## config.mk

```make
export PLATFORM = sky130hd
export DESIGN_NAME = generador_mdio
export DESIGN_NICKNAME = d
export VERILOG_FILES = /design/src/rtl/generador_mdio.sv
export SDC_FILE = /design/constraint.sdc
export NUM_CORES = 1
export LEC_CHECK = 0
export CELL_PAD_IN_SITES_DETAIL_PLACEMENT = 0
export CELL_PAD_IN_SITES_GLOBAL_PLACEMENT = 1
export CORE_ASPECT_RATIO = 0.5
export CORE_MARGIN = 1
export CORE_UTILIZATION = 40
export CTS_BUF_LIST = sky130_fd_sc_hd__clkbuf_4 sky130_fd_sc_hd__clkbuf_8
export DETAILED_ROUTE_END_ITERATION = 12
export PLACE_DENSITY = 0.75
export SYNTH_ARGS = -nofsm -noshare
export SYNTH_HDL_FRONTEND = slang
export SYNTH_SLANG_ARGS = --single-unit
```

## constraint.sdc

```tcl
create_clock -name CLK -period 2.21 [get_ports CLK]
set_input_delay 0.442 -clock CLK [delete_from_list [all_inputs] [get_ports CLK]]
set_output_delay 0.442 -clock CLK [all_outputs]
set_load 0.1 [all_outputs]
```

## src/rtl/generador_mdio.sv

```systemverilog
// MDIO station-management transmitter.
// Generates MDC at CLK/2 while a transaction runs and shifts out an optional
// preamble followed by a 32-bit management frame. On read frames it releases
// the line from the turnaround onward and captures the 16 returned data bits.
module generador_mdio #(
  parameter int PREAMBLE = 32
) (
  input  logic        CLK,
  input  logic        reset,
  input  logic        MDIO_START,
  input  logic [31:0] T_DATA,
  input  logic        MDIO_IN,
  output logic        MDC,
  output logic        MDIO_OUT,
  output logic        MDIO_OE,
  output logic [15:0] RD_DATA,
  output logic        DATA_RDY,
  output logic        BUSY
);

  typedef enum logic [1:0] {IDLE, PRE, FRAME, DONE} state_t;

  localparam logic [5:0] PRE_LEN = 6'(PREAMBLE);

  state_t      state_q, state_d;
  // phase_q = 1 while the current slot's high phase is running (or before the first slot),
  // so the next edge presents a new bit with MDC low.
  logic        phase_q, phase_d;
  // PRE: preamble slots still to present. FRAME: index of the bit on the line,
  // 32 meaning no frame bit presented yet.
  logic [5:0]  cnt_q, cnt_d;
  logic [31:0] frame_q, frame_d;
  logic        rd_mode_q, rd_mode_d;
  logic        mdc_d, out_d, oe_d, rdy_d, busy_d;
  logic [15:0] rd_data_d;

  logic [4:0]  next_idx;
  logic        next_oe;

  // Bit that the next low phase will present, and whether the STA owns the line for it.
  assign next_idx = 5'(cnt_q - 6'd1);
  assign next_oe  = !rd_mode_q || (next_idx >= 5'd18);

  // Next-state and next-output logic; all outputs are registered below so MDC is glitch-free.
  always_comb begin
    // NOTE: every signal gets a default first so no path leaves it unassigned and infers a latch.
    state_d   = state_q;
    phase_d   = phase_q;
    cnt_d     = cnt_q;
    frame_d   = frame_q;
    rd_mode_d = rd_mode_q;
    mdc_d     = MDC;
    out_d     = MDIO_OUT;
    oe_d      = MDIO_OE;
    rd_data_d = RD_DATA;
    rdy_d     = 1'b0;
    busy_d    = BUSY;

    case (state_q)
      IDLE: begin
        mdc_d  = 1'b0;
        out_d  = 1'b0;
        oe_d   = 1'b0;
        busy_d = 1'b0;
        if (MDIO_START) begin
          frame_d   = T_DATA;
          rd_mode_d = (T_DATA[29:28] == 2'b10);
          busy_d    = 1'b1;
          phase_d   = 1'b1;
          if (PREAMBLE == 0) begin
            state_d = FRAME;
            cnt_d   = 6'd32;
          end else begin
            state_d = PRE;
            cnt_d   = PRE_LEN;
          end
        end
      end

      PRE: begin
        if (phase_q) begin
          mdc_d   = 1'b0;
          out_d   = 1'b1;
          oe_d    = 1'b1;
          phase_d = 1'b0;
          cnt_d   = cnt_q - 6'd1;
        end else begin
          mdc_d   = 1'b1;
          phase_d = 1'b1;
          // Last preamble slot is on the line: frame bits follow from the next low phase.
          if (cnt_q == 6'd0) begin
            state_d = FRAME;
            cnt_d   = 6'd32;
          end
        end
      end

      FRAME: begin
        if (phase_q) begin
          // This edge ends the high phase of bit cnt_q, so the PHY's data bit is valid here.
          if (rd_mode_q && (cnt_q <= 6'd15)) begin
            rd_data_d = {RD_DATA[14:0], MDIO_IN};
          end
          mdc_d = 1'b0;
          if (cnt_q == 6'd0) begin
            state_d = DONE;
            out_d   = 1'b0;
            oe_d    = 1'b0;
            rdy_d   = 1'b1;
          end else begin
            out_d   = next_oe & frame_q[next_idx];
            oe_d    = next_oe;
            phase_d = 1'b0;
            cnt_d   = cnt_q - 6'd1;
          end
        end else begin
          mdc_d   = 1'b1;
          phase_d = 1'b1;
        end
      end

      DONE: begin
        // START is deliberately not looked at here; the first IDLE cycle accepts it.
        state_d = IDLE;
        busy_d  = 1'b0;
        mdc_d   = 1'b0;
        out_d   = 1'b0;
        oe_d    = 1'b0;
      end

      default: state_d = IDLE;
    endcase
  end

  // State and output registers; reset drops any partial transaction, including captured data.
  always_ff @(posedge CLK or negedge reset) begin
    if (!reset) begin
      state_q   <= IDLE;
      phase_q   <= 1'b0;
      cnt_q     <= 6'd0;
      frame_q   <= 32'h0;
      rd_mode_q <= 1'b0;
      MDC       <= 1'b0;
      MDIO_OUT  <= 1'b0;
      MDIO_OE   <= 1'b0;
      RD_DATA   <= 16'h0000;
      DATA_RDY  <= 1'b0;
      BUSY      <= 1'b0;
    end else begin
      // NOTE: non-blocking assignments so every register updates from the same pre-edge values.
      state_q   <= state_d;
      phase_q   <= phase_d;
      cnt_q     <= cnt_d;
      frame_q   <= frame_d;
      rd_mode_q <= rd_mode_d;
      MDC       <= mdc_d;
      MDIO_OUT  <= out_d;
      MDIO_OE   <= oe_d;
      RD_DATA   <= rd_data_d;
      DATA_RDY  <= rdy_d;
      BUSY      <= busy_d;
    end
  end

endmodule

```

==> impl_metrics.toml, run 1 <==
[sta]
worst_pin_slew_ns = 0.759
hold_violations = 0
slew-limit-headroom = 0.488
finalSetupTns_ns = 0
rsz0062_at_grt = "no"
period_needed_ns = 2.05
setup_viol = 0
slew_violations = 0
holdWs_ns = 0.0968
fin_crit_sh = 0.927
finClkSkew_ns = 0.00772
fmax_mhz = 488

[worst_setup_path]
critPathLaunch = "cnt_q[0]$_DFFE_PN0P_"
cp.arrival_ns = 2.28
cp-end-kind = "flip-flop"
critPathLaunchType = "flip-flop"
critPathMaxFanout = 9
reg2reg_depth = 7
path_class = "reg2reg"
crit_required_ns = 2.44
r2r_start = "cnt_q[0]$_DFFE_PN0P_"

[clocking]
cts-hold-fix-buffers = 0
cts_tree = "built"
clk_path_buf_depth = 2
clkSinkCount = 63
ctsResizeCount = 0
cts_setup_buffers = 0
cts-root-buf = "clkbuf_8"
numCtsBuffers = 9
htree_num_levels = 3
clkTransAtPathRegs_ns = 0.07
insertion_delay_ns = 0.34

[place]
place_inst = 397
placed_area_mm2 = 0.00383
io_buffers = 56
dp_hpwl_mm = 4.81
place.gp.congestion = 0.822

[yosys]
yosysTopAreaCellShare = 0.501
ys.flop_type = "dfrtp_1"
synth_cell_types = 49
synth_area_per_cell_um2 = 13.4
synth_area_leader_cell = "dfrtp_1"
synth.area.top_cells = "dfrtp_1 50%, mux2_2 18%, mux4_2 3.6%"
ys_warn_count = 0
synth_edf_count = 0
async_flop_share = 1.00
ys_ff_latch = 63
syn_area_mm2 = 0.00315
syn_inst = 235
synth_nets = 278
seq_area_frac_synth = 0.501

[worst_hold_path]
hp-class = "in2async"

[grt]
grt_pass1_vias = 2343
grt_max_degree = 64
overflow = 0
grt_first_pass_wirelength_mm = 11.4
grt_antenna_before_repair = 0
grtUsageTotal = 0.183

[die]
rows = 22
start_util = 0.422
fp.dieH_um = 64.7
core_mm2 = 0.00746
pin_count = 57
die-area_mm2 = 0.00825
dieWidth_um = 127

[finish]
antenna_cells = 0
syn_to_final_growth_pct = 28.0
fin_area_mm2 = 0.00403
instances_no_fill = 413
nNetsFinal = 343
drive_gt1_frac = 0.390

[status]
status = "complete, no violations"

[routing]
m1WireLength_mm = 3.11
ant_nets = 0
wl_met2_mm = 3.18
wl_met3_um = 319
num_vias = 2091
drt_iter0_markers = 86
top_layer = "met4"
wl_per_cell_um = 16.1
finalWirelength_mm = 6.65
drtPass1Iterations = 4
drcViolationCount = 0
vias_per_cell = 5.06

[power_and_ir_drop]
leakagePower_nw = 1.79
irDropWorstVdd_mv = 1.32
power_density_mw_per_mm2 = 1460

[flow_run]
cap_violations = 0
-- critical path, cell delays in order (launching register included) --
cell	delay (ns)
dfrtp_1	0.42
inv_4	0.08
ha_4	0.21
or4b_4	0.51
o21ai_2	0.17
a22o_4	0.17
nand2_4	0.07
mux2_4	0.29
-- logic make-up after synthesis --
logic type,after synthesis,synth area share
AOI/OAI and AO/OA,32,0.0815
xor gates and xnor gates,3,0.0143
adders and majority gates,7,0.0278
buffers and inverters,22,0.0373
DFF,63,0.501
muxes,64,0.263
and+or+nand+nor,44,0.0755
-- flip-flops by register name (all words and copies together) (netlist names) --
signal     cells
frame_q       32
phase_q        1
MDIO_OE        1
rd_mode_q      1
RD_DATA       16
MDC            1
BUSY           1
cnt_q          6
DATA_RDY       1
MDIO_OUT       1
state_q        2
-- area by class of cell --
type	count	area (µm²)
multi-input combinational	150	1470
inverter	8	32.5
tap	108	135
sequential	63	1580
timing repair buffer	68	618
fill	662	3430
clock inverter	5	57.6
clock buffer	11	145
-- per-stage QoR --
stage          utilization  setup WS (ns)  power, mW
6_report             0.541          0.161       5.90
5_1_grt              0.541         0.0474       6.29
3_3_place_gp         0.513          0.210       4.84
4_1_cts              0.541          0.158       5.95
2_1_floorplan            -       -0.00880       4.16
3_5_place_dp         0.513          0.174       4.90
-- metal layers --
| layer | track usage | up-vias |
|---|---|---|
| met5 | 0 | - |
| li1 | - | 983 |
| met3 | 0.0685 | 5 |
| met1 | 0.220 | 1067 |
| met2 | 0.311 | 36 |
| met4 | 0.0476 | 0 |
-- report_power, final --
part	internal [mW]	switching, mW	leakage, nW	total (mW)
Sequential	1.60	0.322	0.788	1.92
Combinational	1.38	1.57	0.908	2.96
Clock	0.562	0.460	0.0950	1.02
Total	3.54	2.35	1.79	5.90
-- Yosys cell counts, drive strengths merged (3+ instances only) --
| library cell | number |
|---|---|
| nor2 | 13 |
| nand2 | 12 |
| mux4 | 8 |
| o21ai | 5 |
| clkbuf | 7 |
| nor2b | 3 |
| buf | 7 |
| a31oi | 3 |
| a21oi | 5 |
| dfrtp | 63 |
| inv | 8 |
| mux2i | 4 |
| o211ai | 4 |
| nor3 | 3 |
| mux2 | 52 |
| ha | 7 |
-- cell usage in the layout, fill, tap and decap left out, types with 3 or more instances in the layout --
cell and instances:
buf_4 31, mux4_1 3, nor2b_1 3, a31oi_1 3, mux2_4 3, o21ai_0 4, nand2_1 11, clkdlybuf4s50_1 34
mux2_2 49, inv_1 7, mux2i_1 4, a21oi_1 5, nor2_1 12, clkbuf_8 10, dfrtp_1 63, mux4_2 5
ha_1 6, clkinvlp_4 3, o211ai_1 4
-- final timing paths --
path,slack [ns],to
max,0.16,cnt_q[4]$_DFFE_PN0P_
max reg2reg,0.16,cnt_q[4]$_DFFE_PN0P_
max in group asynchronous,1.83,phase_q$_DFFE_PN0P_
min reg2reg,0.51,frame_q[25]$_DFFE_PN0P_
min in group CLK,0.51,frame_q[25]$_DFFE_PN0P_
min,0.1,RD_DATA[4]$_DFFE_PN0P_
Note: power is estimated with default switching activity, not from simulation.
==> inputs of run 2 (changes only) <==
==> constraint.sdc (replaced) <==
create_clock -name CLK -period 1.75 [get_ports CLK]
set_input_delay 0.35 -clock CLK [delete_from_list [all_inputs] [get_ports CLK]]
set_output_delay 0.35 -clock CLK [all_outputs]
set_load 0.1 [all_outputs]
==> run 2 against run 1 <==
Net effect: the run now ends with negative setup slack left; fmax grew 1.6%; sequential cell count unchanged; die area did not move; critical path type unchanged.
==> impl_metrics.toml, run 2 (synthesized netlist as in run 1, its figures left out) <==
[grt]
grt_antenna_before_repair = 0
grt_max_degree = 64
grt_first_pass_wirelength_mm = 11.2
overflow = 0
grt_pass1_vias = 2342
grtUsageTotal = 0.183

[sta]
fmax_mhz = 496
setup_viol = 11
slew-limit-headroom = 0.712
holdWs_ns = 0.00521
worst_pin_slew_ns = 0.432
period_needed_ns = 2.02
finClkSkew_ns = 0.00557
fin_crit_sh = 1.15
rsz0062_at_grt = "yes"
finalWorstSetupSlack_ns = -0.266
hold_violations = 0
slew_violations = 0

[clocking]
insertion_delay_ns = 0.34
clkSinkCount = 63
clkTransAtPathRegs_ns = 0.07
htree_num_levels = 3
cts-root-buf = "clkbuf_8"
clk_path_buf_depth = 2
cts_tree = "built"
numCtsBuffers = 9
cts-hold-fix-buffers = 0

[worst_setup_path]
path_cells = "inv_4, ha_4, or4b_4, o21ai_2, a22o_4, nand2_4, mux2_4"
crit_required_ns = 1.97
slowest_delay_ns = 0.53
crit_buf_inv = 1
cp-end-kind = "flip-flop"
path_class = "reg2reg"
cp_top_family = "simple AND/OR/NAND/NOR gates"
reg2reg_depth = 7
crit_slowest_cell = "or4b_4"
critPathMaxFanout = 4
cp.arrival_ns = 2.24
worst-path-stages = 7
critPathLaunchType = "flip-flop"

[status]
status = "finished with violations"
failed_checks = "negative setup slack"

[die]
rows = 22
core_mm2 = 0.00746
pin_count = 57
fp.dieH_um = 64.7
start_util = 0.422
die-area_mm2 = 0.00825
dieWidth_um = 127

[power_and_ir_drop]
power_density_mw_per_mm2 = 1840
irDropWorstVdd_mv = 1.30
leakagePower_nw = 2.00

[routing]
drtPass1Iterations = 4
finalWirelength_mm = 6.86
vias_per_cell = 5.00
num_vias = 2170
drt_iter0_markers = 108
ant_nets = 0
wl_per_cell_um = 15.8
drcViolationCount = 0

[finish]
largest_reg_flops = 32
nFillCells = 598
regMostFlops = "frame_q"
fin_util = 0.613
final_common_cell = "dfrtp_1"
multi_input_area_mm2 = 0.00154
most-common-layout-cells = "62 x dfrtp_1, 48 x mux2_2, 34 x clkdlybuf4s50_1"
drive_gt1_frac = 0.463
regArea_mm2 = 0.00158
antenna_cells = 0
nNetsFinal = 365
syn_to_final_growth_pct = 45.2
reg.largest.list = "frame_q x32, RD_DATA x16, cnt_q x6"

[place]
place.gp.congestion = 0.797
dp_hpwl_mm = 4.96
place_ws_ns = -0.320
io_buffers = 56

[worst_hold_path]
hp-class = "in2async"

[flow_run]
cap_violations = 0
-- run 2: path summary, 6_finish.rpt --
path / from / to / slack (ns)
max reg2reg: cnt_q[0]$_DFFE_PN0P_ / cnt_q[4]$_DFFE_PN0P_ / -0.27
min reg2reg: frame_q[30]$_DFFE_PN0P_ / frame_q[30]$_DFFE_PN0P_ / 0.50
min: reset / frame_q[14]$_DFFE_PN0P_ / 0.005
min in group CLK: frame_q[30]$_DFFE_PN0P_ / frame_q[30]$_DFFE_PN0P_ / 0.50
max: cnt_q[0]$_DFFE_PN0P_ / cnt_q[4]$_DFFE_PN0P_ / -0.27
max in group asynchronous: reset / cnt_q[0]$_DFFE_PN0P_ / 1.44
-- run 2: metal layers --
metal,vias up,wire [µm],GRT usage
li1,1028,-,-
met1,1097,3110,0.220
met2,38,3320,0.305
met3,7,351,0.0793
met4,0,78,0.0476
met5,-,0,0
-- run 2: worst reg2reg max path: cells and delay by family, from the launching register on --
family,cells,cell delay [ns]
compound gates,2,0.30
fa+ha+maj,1,0.16
buf+inv,1,0.08
flops,1,0.46
mux,1,0.30
simple gates,2,0.60
-- run 2: per-stage QoR --
| step | total power, mW | setup TNS, ns | area (µm²) | instances |
|---|---|---|---|---|
| after floorplan | 5.28 | -3.86 | 3180 | 235 |
| after global placement | 6.68 | -2.08 | 4240 | 414 |
| after detailed placement | 6.78 | -2.41 | 4240 | 414 |
| after CTS | 8.37 | -2.04 | 4520 | 433 |
| after global routing | 8.90 | -3.34 | 4570 | 434 |
| final | 8.41 | -2.20 | 4570 | 434 |
-- run 2: report_power, final --
group | switching [mW] | internal [mW] | total, mW
Combinational | 2.22 | 2.37 | 4.59
Sequential | 0.393 | 2.02 | 2.41
Clock | 0.536 | 0.865 | 1.40
Total | 3.15 | 5.25 | 8.41
-- run 2: repair_timing --
action                                  in CTS  in global routing
endpoints found under the setup margin      14                 27
buffers inserted                             4                  0
pin swaps                                    7                  2
gates resized for setup                      6                 13
gates cloned                                 0                  1
-- run 2: final cells by class --
cell class              instances  share of cell area
clock inverters                 3              0.0148
repair buffers                 90               0.234
inverters                       8             0.00712
well taps                     108              0.0296
clock buffers                  12              0.0334
flip-flops and latches         63               0.345
multi-input cells             150               0.336
==> RTL edit 1 (flow settings as in run 2) <==
Re-encode `state_t` (4 states) as one-hot, 4 bits wide.
--- a/src/rtl/generador_mdio.sv
+++ b/src/rtl/generador_mdio.sv
@@ -18,7 +18,7 @@
   output logic        BUSY
 );
 
-  typedef enum logic [1:0] {IDLE, PRE, FRAME, DONE} state_t;
+  typedef enum logic [3:0] {IDLE = 4'b0001, PRE = 4'b0010, FRAME = 4'b0100, DONE = 4'b1000} state_t;
 
   localparam logic [5:0] PRE_LEN = 6'(PREAMBLE);
 
Function: same outputs for any inputs over 10 cycles, from zero or initial values and one cycle with reset low; not proved beyond that.
==> RTL edit 1 against run 2 <==
- the run still ends with negative setup slack left
- hold slack improved by 470 ps
- synthesized area decreased by 0.79%
- sequential cell count rose by 2
- wire length rose by 4.0%
- setup slack lost 110 ps
- final cell count up 1.8%
- final area is 4.8% higher
- via count grew 6.2%
- highest routed layer unchanged
Power is left out: it rests on default switching activity, and per cell area and clock period it moved more than threefold.
==> RTL edit 1: results (changes against run 2) <==
[synthesis]
synth_common_cells = dfrtp_1 (64), mux2_1 (43), nor2_1 (13), nand2_1 (8)
synth_mux_area_share_pct = 26.1  ; -0.19 points
synth_compound_area_share_pct = 8.97  ; +0.83 points
ys_seq_area_share_pct = 52.1  ; +2.0 points
synth_area_per_cell_um2 = 13.2  ; -1.6%
synth_xor_area_share_pct = 0.841  ; -0.59 points
synth_fa_ha_area_share_pct = 1.20  ; -1.6 points
synth_fp_nets = 276  ; -0.72%

[routing]
dr.pass1.iters = 4  ; unchanged
route.layer.met1.wl_um = 3200  ; +2.9%
drt_wl_total_um = 7130  ; +4.0%
dr.first_iter.drc_count = 88  ; -19%
vias = 2304  ; +6.2%
wl_met2_um = 3380  ; +1.7%
wl_met3_um = 412  ; +17%
routedWlPerCell_um = 16.1  ; +2.1%

[sta]
fin_worst_skew_ps = 5.13  ; -0.435 ps
setup_viol = 2  ; -9
tightest_slew_ps = 455  ; +22.6 ps
final.setup.tns_ps = -505  ; +1700 ps
fin_ws_ps = -377  ; -111 ps

[grt]
use_met2_pct = 30.4  ; -0.039 points
track_usage_pct = 19.1  ; +0.76 points
grtUsageMet3_pct = 7.68  ; -0.25 points
first_global_vias = 2392  ; +2.1%
use_met1_pct = 23.0  ; +1.0 points

[run_status]
failed_checks = negative setup slack
status = finished with violations

[run]
cap_viol_max_count = 0  ; unchanged

[clocking]
cts_setup_buffers = 0  ; -4
postCtsHoldBufs = 1  ; +1

[placed_design]
gp_congestion = 0.889  ; +12%
dp_cells = 417  ; +0.72%
dp_hpwl_um = 4980  ; +0.31%
post-place-ws_ps = -439  ; -118 ps

[worst_setup_path]
timing.rr.end = MDIO_OUT$_DFFE_PN0P_

[cells_and_area]
fill_cells = 555  ; -7.2%
layout.nets = 381  ; +4.4%

==> RTL edit 1: cell count changes in the layout (fill, tap and decap cells not counted), sizes merged, moves of 3 or more <==
cell,delta
o2bb2ai,+4
mux2,-3
o21ai,+3
nand2,-4
ha,-4
buf,+17
==> RTL edit 1: worst max-delay path by stage <==
stage,startpoint,endpoint,slack [ps]
global route,cnt_q[0]$_DFFE_PN0P_,MDIO_OUT$_DFFE_PN0P_,-470
detailed placement,cnt_q[0]$_DFFE_PN0P_,MDIO_OUT$_DFFE_PN0P_,-440
global placement,cnt_q[0]$_DFFE_PN0P_,MDIO_OUT$_DFFE_PN0P_,-390
finish,cnt_q[0]$_DFFE_PN0P_,MDIO_OUT$_DFFE_PN0P_,-380
floorplan,cnt_q[0]$_DFFE_PN0P_,MDIO_OUT$_DFFE_PN0P_,-510
CTS,cnt_q[0]$_DFFE_PN0P_,MDIO_OUT$_DFFE_PN0P_,-380
==> RTL edit 1: cell type report <==
class / instances / share of cell area [%]
Inverter: 8 / 0.679
Tap cell: 96 / 2.51
Sequential cell: 65 / 34.0
Clock inverter: 5 / 0.679
Clock buffer: 10 / 2.87
Multi-Input combinational cell: 149 / 33.4
Timing Repair Buffer: 109 / 25.8
==> RTL edit 1: metrics by stage <==
step | hold WS [ps] | cell area [um2] | utilization [%]
floorplan | 54.4 | 3200 | -
global placement | 317 | 4360 | 58.7
detailed placement | 323 | 4360 | 58.7
CTS | 465 | 4590 | 61.8
global route | 515 | 4790 | 64.5
finish | 476 | 4790 | 64.5
==> RTL edit 1: critical path, stage by stage, from the launching register on <==
cell,delay (ps)
dfrtp_2,460
inv_4,50
ha_4,290
mux4_2,290
mux4_2,510
a2111oi_4,300
a211oi_1,80
==> RTL edit 2 (config.mk and constraints of run 2) <==
Made on the original files. `PREAMBLE`: 32 -> 16.
--- a/src/rtl/generador_mdio.sv
+++ b/src/rtl/generador_mdio.sv
@@ -3,7 +3,7 @@
 // preamble followed by a 32-bit management frame. On read frames it releases
 // the line from the turnaround onward and captures the 16 returned data bits.
 module generador_mdio #(
-  parameter int PREAMBLE = 32
+  parameter int PREAMBLE = 16
 ) (
   input  logic        CLK,
   input  logic        reset,
Check against the original RTL: no difference found for any inputs over 10 cycles, from zero or initial values and one cycle with reset low; that may be too few to reach the edited logic, so the function may still have changed.
==> RTL edit 2 against run 2 <==
- setup slack lost 78 ps
- largest cell class unchanged
- sequential cell count is the same
- combinational power grew 12%
- critical endpoint is now cnt_q[5]$_DFFE_PN0P_
- critical path type unchanged
- wire length grew 4.2%
- total power grew 6.2%
- the run ends with design-rule violations, negative hold slack, negative setup slack left
- final area grew 1.8%
- synthesized area shrank 3.2%
==> RTL edit 2: results (changes against run 2) <==
[grt]
grt_pass1_wl_um = 11300  ; +0.61%
antenna_found_initial = 0  ; unchanged
track_usage_pct = 18.9  ; +0.60 points
grt_max_degree = 64  ; unchanged

[sta]
fin_worst_skew_ps = 7.29  ; +1.72 ps
final.setup.tns_ps = -2620  ; -417 ps
hold_slack_ps = -0.231  ; -5.44 ps
fin_ws_ps = -344  ; -78.1 ps
max-slew-margin-rel_pct = 68.0  ; -3.2 points
setup_viol = 11  ; unchanged
hold_viol_final = 1  ; +1

[synthesis]
synth_common_cells = dfrtp_1 (63), mux2_2 (51), nor2_1 (11), o21ai_0 (10), nand2_1 (9)
synth_cells = 232  ; -1.3%
synth_fp_nets = 275  ; -1.1%
ys_seq_area_share_pct = 51.7  ; +1.6 points
synthTopCellsByArea = dfrtp_1 (52%), mux2_2 (19%), mux4_2 (4.4%), ha_1 (2.9%), mux4_1 (1.7%)
synth-main-ff-cell = dfrtp_1
yosysWarnings = 0  ; unchanged
async_reset_ff_share_pct = 100  ; unchanged
synth_cell_types = 48  ; -2.0%

[routing]
drt_wl_total_um = 7150  ; +4.2%
routedWlPerCell_um = 16.3  ; +3.3%
dr.pass1.iters = 8  ; +4
vias = 2271  ; +4.7%
drc = 1  ; +1
dr.first_iter.drc_count = 87  ; -19%

[clocking]
cts-root-buf = clkbuf_8
path_clk_slew_ps = 70  ; about the same
clk_latency_ps = 350
htree_levels = 3  ; unchanged
cts_buffer_depth = 2  ; unchanged
cts-buffers-inserted = 9  ; unchanged

[placed_design]
gp_congestion = 0.851  ; +6.7%
dp_hpwl_um = 4970  ; +0.24%
port_buffers = 56  ; unchanged
post-place-ws_ps = -310  ; +10.6 ps
dp_cells = 415  ; +0.24%

[cells_and_area]
fill_cells = 542  ; -9.4%
drive_above_1_share_pct = 50.6  ; +4.3 points
regArea_mm2 = 0.00158  ; unchanged
layout.nets = 380  ; +4.1%
n_antenna_cell = 0  ; unchanged
largestRegisters = frame_q (32), RD_DATA (16), cnt_q (6)

[run]
cap_viol_max_count = 0  ; unchanged

[worst_setup_path]
cp_max_fo = 4  ; unchanged
critPathArrivalTime_ps = 2340  ; +100 ps
slowest_stage = or4b_4
slowest_delay_ps = 500  ; -30 ps

[pwr]
power.leakage_nw = 2.06  ; +2.9%
max-vdd-ir-drop_mv = 0.981  ; -24%

[run_status]
status = finished with violations
failed_checks = design-rule violations, negative hold slack, negative setup slack

[worst_hold_path]
hp-class = in -> async

-- RTL edit 2: cell types whose count changed after synthesis, moves of 2 or more --
cell and change:
mux2_4 -3, nor3_1 +2, mux2_2 +2, nand2_1 -2, buf_6 -3, o21ai_0 +6
a21oi_1 -3, o211ai_1 -2
-- RTL edit 2: final timing paths --
kind,start,to,depth (start not counted)
worst max-delay path,cnt_q[0]$_DFFE_PN0P_,cnt_q[5]$_DFFE_PN0P_,7
worst min-delay path,reset,state_q[1]$_DFFE_PN0P_,2
worst max register to register,cnt_q[0]$_DFFE_PN0P_,cnt_q[5]$_DFFE_PN0P_,7
worst min register to register,frame_q[10]$_DFFE_PN0P_,frame_q[10]$_DFFE_PN0P_,1
max in group asynchronous,reset,cnt_q[0]$_DFFE_PN0P_,2
min in group CLK,frame_q[10]$_DFFE_PN0P_,frame_q[10]$_DFFE_PN0P_,1
-- RTL edit 2: timing repair --
action                     4_1_cts  5_1_grt
setup buffers                    4        3
hold endpoints to repair         0        0
gates resized for setup         12       16
pin swaps                       11        7
setup endpoints to repair       11       27
-- RTL edit 2: metrics by stage --
step	cell area, um2	utilization, %
6_report	4650	63.3
4_1_cts	4540	61.8
2_1_floorplan	3100	-
3_5_place_dp	4270	58.1
3_3_place_gp	4270	58.1
5_1_grt	4650	63.3
-- RTL edit 2: layout make-up --
class	count	share of cell area (%)
multi-input combinational	149	32.4
sequential	63	33.9
clock inverter	5	1.75
inverter	8	0.699
tap	96	2.58
timing repair buffer	106	25.5
clock buffer	11	3.12
-- RTL edit 2: kinds of logic after synthesis --
group           Yosys count  share of synthesized area, %
compound gates           36                          8.37
xor+xnor                  2                         0.821
mux                      64                          26.6
buf+inv                  20                          2.79
flops                    63                          51.7
simple gates             40                          6.81
fa+ha+maj                 7                          2.87
-- RTL edit 2: layer usage --
metal,routed length [um],GRT usage (%)
met3,423,7.71
met1,3140,22.4
met5,0,0
met4,114,6.86
met2,3470,31.4
-- RTL edit 2: critical path, delay by kind of cell (launching register included) --
kind | cells | cell delay, ps
and+or+nand+nor | 2 | 690
AOI/OAI and AO/OA | 2 | 300
DFF | 1 | 450
adders and majority gates | 1 | 160
muxes | 1 | 300
buffers and inverters | 1 | 70
-- RTL edit 2: report_power, final --
part           switching [mW]  total, mW  internal [mW]  leakage [nW]
clock network           0.588       1.44          0.856         0.113
registers               0.351       2.37           2.02         0.787
logic                    2.42       5.12           2.70          1.16
total                    3.36       8.93           5.57          2.06
